--- config.mk ---
export PLATFORM = sky130hd
export DESIGN_NAME = weighted_round_robin_arbitrator
export DESIGN_NICKNAME = d
export VERILOG_FILES = /design/src/rtl/weighted_round_robin_arbitrator_pkg.sv /design/src/rtl/weighted_round_robin_arbitrator_rr_mask_pick.sv /design/src/rtl/weighted_round_robin_arbitrator.sv
export SDC_FILE = /design/constraint.sdc
export NUM_CORES = 1
export LEC_CHECK = 0
export CORE_ASPECT_RATIO = 0.8
export CORE_MARGIN = 10
export CORE_UTILIZATION = 52
export CTS_CLUSTER_DIAMETER = 100
export DETAILED_ROUTE_END_ITERATION = 10
export PLACE_DENSITY = 0.85
export SKIP_CTS_REPAIR_TIMING = 1
export SYNTH_ARGS = -nofsm -noshare
export SYNTH_HDL_FRONTEND = slang
export SYNTH_SLANG_ARGS = --single-unit
--- constraint.sdc ---
create_clock -name clk -period 6.5 [get_ports clk]
set_input_delay 0.65 -clock clk [delete_from_list [all_inputs] [get_ports clk]]
set_output_delay 0.65 -clock clk [all_outputs]
set_load 0.01 [all_outputs]
--- src/rtl/weighted_round_robin_arbitrator_pkg.sv ---
`default_nettype none
// ============================================================================
// Module      : soc_arb_pkg
// Description : Shared arbiter helpers used by the SoC arbiter family.
//               - clogb2        : floor(log2(value)), 0 for value <= 1.
//               - onehot_to_bin : binary index of a one-hot vector (0 if none).
//               - MIN_EFF_WEIGHT: a programmed weight of 0 behaves as this.
//               - arb_state_t   : ownership-lock state encoding.
// Revision    : 1.0 - initial release
// ============================================================================
package soc_arb_pkg;

  localparam int MIN_EFF_WEIGHT = 1;

  typedef enum logic [0:0] {
    ST_UNLOCKED = 1'b0,
    ST_LOCKED   = 1'b1
  } arb_state_t;

  // floor(log2(value)); clogb2(n-1)+1 is the bit count of the largest index.
  function automatic int clogb2(input int value);
    int v;
    int r;
    v = value;
    r = 0;
    while (v > 1) begin
      v = v >> 1;
      r = r + 1;
    end
    return r;
  endfunction

  // OR-reduction of set-bit indices; exact for one-hot or zero input.
  function automatic logic [31:0] onehot_to_bin(input logic [31:0] onehot);
    logic [31:0] r;
    r = '0;
    for (int i = 0; i < 32; i++) begin
      if (onehot[i]) begin
        r = r | 32'(i);
      end
    end
    return r;
  endfunction

endpackage
`default_nettype wire

--- src/rtl/weighted_round_robin_arbitrator_rr_mask_pick.sv ---
`default_nettype none
// ============================================================================
// Module      : rr_mask_pick
// Description : Combinational round-robin picker. Returns the first set
//               request bit at or after the one-hot priority position,
//               searching cyclically.
// Ports       : i_req   [CHN_N-1:0] request vector
//               i_prio  [CHN_N-1:0] one-hot highest-priority channel
//               o_grant [CHN_N-1:0] one-hot grant (0 when i_req = 0)
// Revision    : 1.0 - initial release
// ============================================================================
module rr_mask_pick #(
  parameter int CHN_N = 4
) (
  input  logic [CHN_N-1:0] i_req,
  input  logic [CHN_N-1:0] i_prio,
  output logic [CHN_N-1:0] o_grant
);

  logic [2*CHN_N-1:0] w_dreq;
  logic [2*CHN_N-1:0] w_dprio;
  logic [2*CHN_N-1:0] w_dgrant;

  // Doubling the request vector makes the wrap-around search a plain
  // subtract: the borrow from (dreq - prio) clears every bit up to and
  // including the first request at/after prio, so dreq & ~diff isolates it.
  // The upper half catches requests below prio; fold both halves.
  always_comb begin
    w_dreq   = {i_req, i_req};
    w_dprio  = {{CHN_N{1'b0}}, i_prio};
    w_dgrant = w_dreq & ~(w_dreq - w_dprio);
    o_grant  = w_dgrant[CHN_N-1:0] | w_dgrant[2*CHN_N-1:CHN_N];
  end

endmodule
`default_nettype wire

--- src/rtl/weighted_round_robin_arbitrator.sv ---
`default_nettype none
// ============================================================================
// Module      : weighted_round_robin_arbitrator
// Description : Zero-latency weighted round-robin arbiter with accept
//               handshake and optional multi-beat ownership lock.
//               A winner may take up to weight[k] consecutive accepted
//               grants before priority rotates past it.
// Ports       : clk, rst        clock, asynchronous active-high reset
//               req      [N]    per-channel request
//               req_lock [N]    keep ownership after this beat
//               weight   [N*W]  channel k weight at [k*W +: W], 0 acts as 1
//               arb_ready       consumer accepts current grant
//               grant    [N]    one-hot grant (combinational)
//               sel             binary index of grant (0 when no grant)
//               arb_valid       grant is valid
//               locked          ownership lock active (registered)
// Revision    : 1.0 - initial release
// ============================================================================
module weighted_round_robin_arbitrator
  import soc_arb_pkg::*;
#(
  parameter int CHN_N            = 4,
  parameter int WEIGHT_WIDTH     = 4,
  parameter int LOCK_EN          = 1,
  parameter int SIMULATION_DELAY = 1
) (
  input  logic                            clk,
  input  logic                            rst,
  input  logic [CHN_N-1:0]                req,
  input  logic [CHN_N-1:0]                req_lock,
  input  logic [CHN_N*WEIGHT_WIDTH-1:0]   weight,
  input  logic                            arb_ready,
  output logic [CHN_N-1:0]                grant,
  output logic [clogb2(CHN_N-1):0]        sel,
  output logic                            arb_valid,
  output logic                            locked
);

  localparam int SEL_W    = clogb2(CHN_N-1) + 1;
  localparam int CREDIT_W = WEIGHT_WIDTH + 1;

  // Registers update with no modelled delay; the parameter is kept so
  // existing instantiations of the arbiter family remain compatible.
  if (SIMULATION_DELAY < 0) begin : g_sim_delay_unused
  end

  arb_state_t            state_q,     state_d;
  logic [CHN_N-1:0]      prio_q,      prio_d;
  logic [SEL_W-1:0]      owner_q,     owner_d;
  logic                  owner_vld_q, owner_vld_d;
  logic [CREDIT_W-1:0]   credit_q,    credit_d;

  logic [CHN_N-1:0]        w_rr_grant;
  logic [CHN_N-1:0]        w_owner_onehot;
  logic [CHN_N-1:0]        w_grant;
  logic [SEL_W-1:0]        w_sel;
  logic                    w_valid;
  logic                    w_accept;
  logic                    w_lock_beat;
  logic [WEIGHT_WIDTH-1:0] w_cur_weight;
  logic [CREDIT_W-1:0]     w_eff_weight;
  logic [CREDIT_W-1:0]     w_next_count;

  rr_mask_pick #(
    .CHN_N (CHN_N)
  ) u_rr_mask_pick (
    .i_req   (req),
    .i_prio  (prio_q),
    .o_grant (w_rr_grant)
  );

  // Grant / valid selection
  always_comb begin
    w_owner_onehot = CHN_N'(1) << owner_q;
    if (state_q == ST_LOCKED) begin
      // Owner keeps the grant even if it drops req; valid follows its req.
      w_grant = w_owner_onehot;
      w_valid = |(req & w_owner_onehot);
    end else begin
      w_grant = w_rr_grant;
      w_valid = |req;
    end
    w_sel    = SEL_W'(onehot_to_bin(32'(w_grant)));
    w_accept = w_valid & arb_ready;
  end

  // Weight of the currently granted channel, zero mapped to the minimum.
  always_comb begin
    w_cur_weight = '0;
    for (int k = 0; k < CHN_N; k++) begin
      if (w_grant[k]) begin
        w_cur_weight = weight[k*WEIGHT_WIDTH +: WEIGHT_WIDTH];
      end
    end
    w_eff_weight = (w_cur_weight == '0) ? CREDIT_W'(MIN_EFF_WEIGHT)
                                        : {1'b0, w_cur_weight};
  end

  // Next-state: FSM, credit and priority rotation
  always_comb begin
    state_d     = state_q;
    prio_d      = prio_q;
    owner_d     = owner_q;
    owner_vld_d = owner_vld_q;
    credit_d    = credit_q;

    w_lock_beat  = (LOCK_EN != 0) && ((req_lock & w_grant) != '0);
    // Grants continue a run only if the same channel held the last one;
    // a whole lock sequence leaves credit untouched, so it counts once.
    w_next_count = (owner_vld_q && (owner_q == w_sel)) ? credit_q + 1'b1
                                                        : CREDIT_W'(1);

    if (w_accept) begin
      if (w_lock_beat) begin
        state_d     = ST_LOCKED;
        owner_d     = w_sel;
        owner_vld_d = 1'b1;
      end else begin
        state_d = ST_UNLOCKED;
        if (w_next_count >= w_eff_weight) begin
          prio_d      = {w_grant[CHN_N-2:0], w_grant[CHN_N-1]};
          credit_d    = '0;
          owner_vld_d = 1'b0;
        end else begin
          prio_d      = w_grant;
          credit_d    = w_next_count;
          owner_d     = w_sel;
          owner_vld_d = 1'b1;
        end
      end
    end
  end

  always_ff @(posedge clk or posedge rst) begin
    if (rst) begin
      state_q     <= ST_UNLOCKED;
      prio_q      <= CHN_N'(1);
      owner_q     <= '0;
      owner_vld_q <= 1'b0;
      credit_q    <= '0;
    end else begin
      state_q     <= state_d;
      prio_q      <= prio_d;
      owner_q     <= owner_d;
      owner_vld_q <= owner_vld_d;
      credit_q    <= credit_d;
    end
  end

  assign grant     = w_grant;
  assign sel       = w_sel;
  assign arb_valid = w_valid;
  assign locked    = (state_q == ST_LOCKED);

endmodule
`default_nettype wire

==> results.txt, run 1 <==
* Via count of the first global-routing pass: 1,236
* Global router's overall resource usage: 15.6%
- Dividing the detail-routed via count by the number of cells gives 6.08.
* Number of max-slew violations in the final report: 0
- The clock passes through at most 2 buffers.
- OpenSTA, run right after detailed placement, puts the worst setup slack at 1.01 ns.
- The number of endpoints with negative hold slack in the final report was 0.
- Dividing the detail-routed wire length by the instance count gives 17.8 um.
* Final Instance Area: 1630 um2
- In this run the standard cell core region covers 2230 um2.
- Routability-driven placement finished with a final weighted congestion of 0.881.
- The sequential cells in the finished layout cover a total of 327 um2.
- After synthesis, the largest area contributor takes up 23.7% of total cell area.
- After detailed placement, the total cell area comes to 1600 um2.
- Counting every instance in the synthesized netlist gives 152.
- Synthesis Warnings: 0
- Layout cell share with drive strength beyond 1: 8.20%
* Routing usage on met3: 4.48%
- Number of rows in the core area: 15
- WL final: 3.69 mm
- After layout, the worst setup slack is 1.27 ns.
- Total negative slack for setup checks: 0 ns
- Distinct cell type count of the synthesized netlist: 54
- Detailed placement finished with a half-perimeter wire length of 2.91 mm.
- Slew @ Worst Pin: 0.676 ns
- Measured against its own limit, the worst slew margin works out to 54.9%.
* Maximum level of the CTS H-tree: 1
* Clock-pin slew of the registers on the worst-case setup and hold paths: 0.09 ns
- Initial Utilization: 56.7%
* CP Capture Type: register
* Global Route met1 Usage: 21.4%
- Area used by multi-input combinational logic: 871 um2
- Full die area: 4820 um2
* Net count of the finished layout: 220
- At the worst endpoint, the required time is 6.66 ns.
- The cell area that synthesis handed to floorplanning was 1270 um2.
- TritonCTS created 3 clock buffers.
- Power density over cell area: 535 nW/um2
- In this run the vertical extent of the chip is 64.1 um.
- During I/O placement, the number of pins put on the boundary was 35.
* Clock Latency Late Sink: 0.29 ns
* Number of cells on the worst hold path: 2
* GRT busiest layer: met2
- Vias: 1,265
- Of all nets on the critical path, the largest fanout is 16.
- TritonCTS clock tree: built
- For this run, design rule violations remaining after detail routing come to 0.
* Number of fill cells: 166
- IR analysis of the VDD net gives a maximum drop of 0.287 mV.
- After layout, the minimum clock period comes to 5.23 ns.
- Remaining global-route overflow: 0
* DRC marker count from the first detailed-route iteration: 56
- Syn nets: 188
* Top post-synthesis cells by area: sky130_fd_sc_hd__dfrtp_1 (24%), sky130_fd_sc_hd__ha_1 (7.9%), sky130_fd_sc_hd__nand2_1 (5.6%), sky130_fd_sc_hd__mux2i_1 (4.7%), sky130_fd_sc_hd__a21oi_1 (4.3%)
* Class of the tightest hold or removal check: register to register
- Floorplan die width: 75.2 um
* Most frequently used cell type in the post-synthesis netlist: sky130_fd_sc_hd__nand2_1
- Arrival @ worst endpoint: 5.40 ns
- Utilization after layout: 72.8%
* Worst hold slack: 0.491 ns
- Critical path startpoint category: input port
- Sequential cells were found to cover 25.8% of the synthesized design area.
- Yosys top cell by area: sky130_fd_sc_hd__dfrtp_1
- The first global-routing pass estimated 6.11 mm of wire.
- Signed area change from the synthesized netlist to the final layout: 28.4%
- In this run, synthesis produced a sequential element count of 13.
- Pin count of the biggest net entering global routing: 19
* Run status: complete, no violations
- Clock skew: 0.0140 ns
- Port-buffer cells: 34
- Number of max-cap violations: 0
- Total of endpoints with negative setup slack in the final report: 0
- For this run, the leading register cell type out of synthesis is sky130_fd_sc_hd__dfrtp_1.
- Derived from the worst setup path, the maximum achievable clock frequency is 0.191 GHz.
- Count of inserted antenna diode cells: 0
* Post-synth EDFFs: 0
- Number of antenna violations at the first check in global routing: 0
- Commonest cells post-synth: sky130_fd_sc_hd__nand2_1 (19), sky130_fd_sc_hd__nor2_1 (13), sky130_fd_sc_hd__dfrtp_1 (12)
- Global routing used 22.7% of the available met2 tracks.
* Kind of critical path: input port to register
- Library cell used as clock root buffer: sky130_fd_sc_hd__clkbuf_4
- The worst register-to-register path has a depth of 18.
- Num Clock Sinks: 13
- The worst path uses 80.5% of the clock period.
- Counting flops with an async set or reset pin after synthesis yields a share of 100%.
- Setup repair after global routing missed its margin: false
* Remaining antenna violation count after routing: 0
* Detailed-router iteration count before antenna repair: 4
- The average instance in the mapped netlist occupies 8.33 um2.
- Static leakage: 0.000678 uW
## metal layers
metal  wire length (um)  up-vias
met5                  0        -
met4                 47        0
met3                386        5
met2               1600       48
met1               1670      596
li1                   -      616
## stage by stage
stage               cells  total power (uW)
finish                208               869
global route          208               948
CTS                   208               869
detailed placement    204               814
global placement      204               785
floorplan             152               629
## cells by family after synthesis
kind of cell               synth area share [%]
and+or+nand+nor                            21.8
muxes                                      7.41
xor gates and xnor gates                   3.46
AOI/OAI and AO/OA                          26.6
buffers and inverters                      5.43
DFF                                        25.8
adders and majority gates                  9.49
## final timing paths
kind / end / start / slack, ns
max reg2reg: owner_q[1] / prio_q[0] / 1.74
max: owner_q[1] / req[1] / 1.27
min reg2reg: prio_q[0] / prio_q[0] / 0.49
max in group asynchronous: credit_q[0] / rst / 5.45
min in group asynchronous: owner_q[0] / rst / 0.68
min: prio_q[0] / prio_q[0] / 0.49
## sequential cells by signal, summed over array words and instances, names as in the netlist
signal and flops:
locked 1, owner_vld_q 1, owner_q 2, credit_q 5, prio_q 4
## report_power, final
group	total, uW	switching (uW)	internal, uW
combinational	658	357	301
sequential	158	45.0	113
clock	53.6	29.7	23.9
total	869	431	438
## critical path: stages
cell	delay, ns
sky130_fd_sc_hd__clkdlybuf4s50_1	0.60
sky130_fd_sc_hd__inv_1	0.10
sky130_fd_sc_hd__fa_1	0.58
sky130_fd_sc_hd__o21bai_1	0.12
sky130_fd_sc_hd__a31oi_1	0.12
sky130_fd_sc_hd__a21oi_2	0.53
sky130_fd_sc_hd__xor2_1	0.15
sky130_fd_sc_hd__o32a_1	0.37
sky130_fd_sc_hd__o22ai_1	0.19
sky130_fd_sc_hd__and3_1	0.22
sky130_fd_sc_hd__ha_1	0.23
sky130_fd_sc_hd__nand2b_1	0.14
sky130_fd_sc_hd__a21o_1	0.18
sky130_fd_sc_hd__a21o_1	0.17
sky130_fd_sc_hd__a21oi_1	0.14
sky130_fd_sc_hd__o21a_1	0.17
sky130_fd_sc_hd__o31ai_4	0.14
sky130_fd_sc_hd__a21oi_2	0.24
sky130_fd_sc_hd__mux2_1	0.35
## area by class of cell
class	instances	share of cell area, %
Timing Repair Buffer	34	20.9
Clock buffer	4	1.62
Sequential cell	13	20.1
Multi-Input combinational cell	124	53.6
Tap cell	25	1.92
Inverter	8	1.85
## cell usage in the layout (no fill, tap or decap), types with 2 or more instances in the layout
master / count
sky130_fd_sc_hd__clkdlybuf4s50_1: 34
sky130_fd_sc_hd__nand2_1: 19
sky130_fd_sc_hd__nor2_1: 13
sky130_fd_sc_hd__dfrtp_1: 12
sky130_fd_sc_hd__a21oi_1: 11
sky130_fd_sc_hd__ha_1: 8
sky130_fd_sc_hd__inv_1: 7
sky130_fd_sc_hd__mux2i_1: 6
sky130_fd_sc_hd__nand3_1: 5
sky130_fd_sc_hd__o41ai_1: 4
sky130_fd_sc_hd__o21ai_1: 4
sky130_fd_sc_hd__nor2b_1: 3
sky130_fd_sc_hd__xor2_1: 3
sky130_fd_sc_hd__a21o_1: 3
sky130_fd_sc_hd__nand3b_1: 3
sky130_fd_sc_hd__clkbuf_4: 3
sky130_fd_sc_hd__and2_1: 2
sky130_fd_sc_hd__nand2b_1: 2
sky130_fd_sc_hd__o21ai_0: 2
sky130_fd_sc_hd__a21oi_2: 2
sky130_fd_sc_hd__xnor2_1: 2
sky130_fd_sc_hd__or2_2: 2
sky130_fd_sc_hd__mux2_1: 2
sky130_fd_sc_hd__a211oi_1: 2
Note: power is estimated with default switching activity, not from simulation.
==> run 2, diff against run 1 <==
--- a/config.mk
+++ b/config.mk
@@ -7,10 +7,10 @@
 export LEC_CHECK = 0
 export CORE_ASPECT_RATIO = 0.8
 export CORE_MARGIN = 10
-export CORE_UTILIZATION = 52
+export CORE_UTILIZATION = 43
 export CTS_CLUSTER_DIAMETER = 100
 export DETAILED_ROUTE_END_ITERATION = 10
-export PLACE_DENSITY = 0.85
+export PLACE_DENSITY = 0.75
 export SKIP_CTS_REPAIR_TIMING = 1
 export SYNTH_ARGS = -nofsm -noshare
 export SYNTH_HDL_FRONTEND = slang
==> constraint.sdc (replaced) <==
create_clock -name clk -period 4.8 [get_ports clk]
set_input_delay 0.48 -clock clk [delete_from_list [all_inputs] [get_ports clk]]
set_output_delay 0.48 -clock clk [all_outputs]
set_load 0.01 [all_outputs]
==> run 2 against run 1 <==
  * Routed wire length up 7.6%
  * Largest power group unchanged
  * Clock power up 88%
  * Final area up 10%
  * Via count up 5.0%
  * Total power up 56%
  * Clock-buffer cell count unchanged
  * Non-clock buffer count up 14
  * Global-route usage down 1.6 points
  * Combinational power up 58%
  * Critical path depth up 1
  * Die area up 15%
  * Register-to-register slack worse by 1.4 ns
  * Highest routed layer unchanged
==> results.txt, run 2 (synthesized netlist as in run 1, its figures left out) <==
- The flow ran to the end, and the final reports show no timing, DRC or antenna violations.
* Buf/Inv on CP: 3
- Number of rows in the core area: 17
* Layout cell share with drive strength beyond 1: 16.2%
- The detail route stage leaves a number of antenna-violating nets equal to 0.
* WL per Instance: 16.9 um
* Number of fill cells: 247
- Dividing the final minimum period by the clock period gives 95.0%.
- Num Clock Sinks: 13
- WL final: 3.98 mm
- CP max stage delay: 0.59 ns
- Critical path startpoint category: input port
- Input and output buffers added on the ports amount to 34.
* Non-filler instance count after layout: 235
* Worst hold slack: 0.492 ns
- The final-report max-slew violation count is 0.
- The worst setup path is captured at a register.
* Number of buffers inserted during clock tree synthesis: 3
- In the routed layout, each cell is associated on average with a via count of 5.65.
* Library cell used as clock root buffer: sky130_fd_sc_hd__clkbuf_8
* Placed wire-length estimate after detailed placement: 3.17 mm
* Count of inserted antenna diode cells: 0
- By startpoint and endpoint, the worst setup path is classified as input port to register.
* Power density over cell area: 757 nW/um2
* Number of antenna violations at the first check in global routing: 0
- Clock Latency Late Sink: 0.25 ns
- 35 I/O pins were placed.
* Global router's overall resource usage: 14.0%
- Number of hold violations in the final report: 0
- The min-delay analysis places its worst path in the category register to register.
- Measured along the x axis, the die boundary spans 80.7 um.
- Setup violations remaining at the end of the flow were counted as 0.
* TritonCTS clock tree: built
- Number of max-cap violations: 0
- Via count of the first global-routing pass: 1,243
- Data required time at the worst endpoint: 4.93 ns
* Remaining routing DRC violations: 0
- Minimum period implied by the final worst setup slack: 4.56 ns
- The die is 68.5 um tall.
- Of all nets on the critical path, the largest fanout is 4.
* Arrival @ worst endpoint: 4.69 ns
- After the last flow step, the layout net total stands at 234.
- No sink is reached through more buffers than the 2 on the longest clock path.
- After detailed placement, the total cell area comes to 1710 um2.
* Cell total after placement: 228
* Maximum level of the CTS H-tree: 1
* Clock-pin slew of the registers on the worst-case setup and hold paths: 0.05 ns
- Routability-driven placement finished with a final weighted congestion of 0.858.
- Across the routed clock network, the largest skew measured is 0.00386 ns.
- Worst slew margin relative to its limit: 51.0%
- The initial utilization of the core area, before any placement, comes to 45.4%.
- List of cells traversed by the critical path: clkdlybuf4s50_1 -> inv_1 -> fa_1 -> o21bai_1 -> a31oi_1 -> a21oi_2 -> buf_4 -> xor2_1 -> o32a_1 -> o22ai_1 -> and3_1 -> ha_1 -> nand2b_1 -> a21o_1 -> a21o_1 -> a21oi_1 -> o21a_1 -> o31ai_4 -> a21oi_2 -> mux2_1
- The top cell types in the final layout, fill and taps aside, are sky130_fd_sc_hd__clkdlybuf4s50_1 (34), sky130_fd_sc_hd__nand2_1 (19), sky130_fd_sc_hd__nor2_1 (13), sky130_fd_sc_hd__buf_4 (13), sky130_fd_sc_hd__dfrtp_1 (12).
* Maximum clock frequency: 0.219 GHz
* Signed area change from the synthesized netlist to the final layout: 41.5%
- VDD sags by at most 0.400 mV.
* Slowest cell on the critical path: sky130_fd_sc_hd__fa_1
- The register with the most flip-flops in the layout has 5 of them.
* Final Instance Area: 1790 um2
* Total negative slack for setup checks: 0 ns
* Standard cell core area: 2790 um2
* First-pass GRT wire length: 6.11 mm
- For this design the static power due to leakage is 0.000761 uW.
- The detailed router finished its first iteration with 68 violations.
* Remaining global-route overflow: 0
- Detailed-router iteration count before antenna repair: 4
- Cell family with most CP delay: compound AO/OA/AOI/OAI gates
- Pin count of the biggest net entering global routing: 19
- The largest registers in the layout are credit_q: 5 flops, prio_q: 4 flops, owner_q: 2 flops.
- Register with the most flip-flops: credit_q
- The final route contains 1,328 vias.
- Slew @ Worst Pin: 0.726 ns
- Full die area: 5530 um2
- Most frequent standard cell in the layout excluding fill and tap cells: sky130_fd_sc_hd__clkdlybuf4s50_1
run 2: layer usage:
| layer | vias to the layer above | wire, um | GRT usage [%] |
|---|---|---|---|
| li1 | 641 | - | - |
| met1 | 636 | 1600 | 17.2 |
| met2 | 48 | 2090 | 23.7 |
| met3 | 3 | 243 | 2.58 |
| met4 | 0 | 43 | 5.82 |
| met5 | - | 0 | 0 |
run 2: worst paths after layout:
check	startpoint	end	slack, ns	cells past startpoint
setup / recovery	req[1]	owner_q[1]	0.24	20
hold / removal	prio_q[0]	prio_q[0]	0.49	2
setup reg to reg	prio_q[0]	owner_q[1]	0.37	20
hold reg to reg	prio_q[0]	prio_q[0]	0.49	2
max in group asynchronous	rst	prio_q[0]	3.88	2
min in group asynchronous	rst	credit_q[4]	0.55	2
run 2: layout make-up:
class	count	area [um2]	share of cell area, %
multi-input combinational	124	885	49.4
timing repair buffer	48	458	25.6
sequential	13	327	18.2
tap	38	47.5	2.65
clock buffer	4	45.0	2.51
inverter	8	30.0	1.68
run 2: worst register-to-register path, stage by stage (launching register included):
cell	delay [ns]
sky130_fd_sc_hd__dfstp_2	0.55
sky130_fd_sc_hd__nor2b_2	0.18
sky130_fd_sc_hd__fa_1	0.47
sky130_fd_sc_hd__o21bai_1	0.18
sky130_fd_sc_hd__a31oi_1	0.16
sky130_fd_sc_hd__a21oi_2	0.09
sky130_fd_sc_hd__buf_12	0.16
sky130_fd_sc_hd__nand3b_1	0.16
sky130_fd_sc_hd__a311oi_2	0.28
sky130_fd_sc_hd__a21oi_1	0.12
sky130_fd_sc_hd__nand3_1	0.13
sky130_fd_sc_hd__nand3_1	0.08
sky130_fd_sc_hd__ha_1	0.28
sky130_fd_sc_hd__nand2b_1	0.15
sky130_fd_sc_hd__a21o_1	0.17
sky130_fd_sc_hd__a21o_1	0.17
sky130_fd_sc_hd__a21oi_1	0.16
sky130_fd_sc_hd__o21a_1	0.19
sky130_fd_sc_hd__o31ai_4	0.09
sky130_fd_sc_hd__a21oi_2	0.19
sky130_fd_sc_hd__mux2_1	0.34
run 2: report_power, final:
group	switching [uW]	internal [uW]
Clock	42.1	58.9
Sequential	62.8	153
Combinational	530	509
Total	635	721
run 2: per-stage QoR:
stage	total power [uW]	setup WS (ns)	utilization (%)
after floorplan	851	0.559	-
after global placement	1170	0.121	61.4
after detailed placement	1210	-0.0101	61.4
after CTS	1320	0.156	63.0
after global routing	1470	-0.0212	64.3
final	1360	0.242	64.3
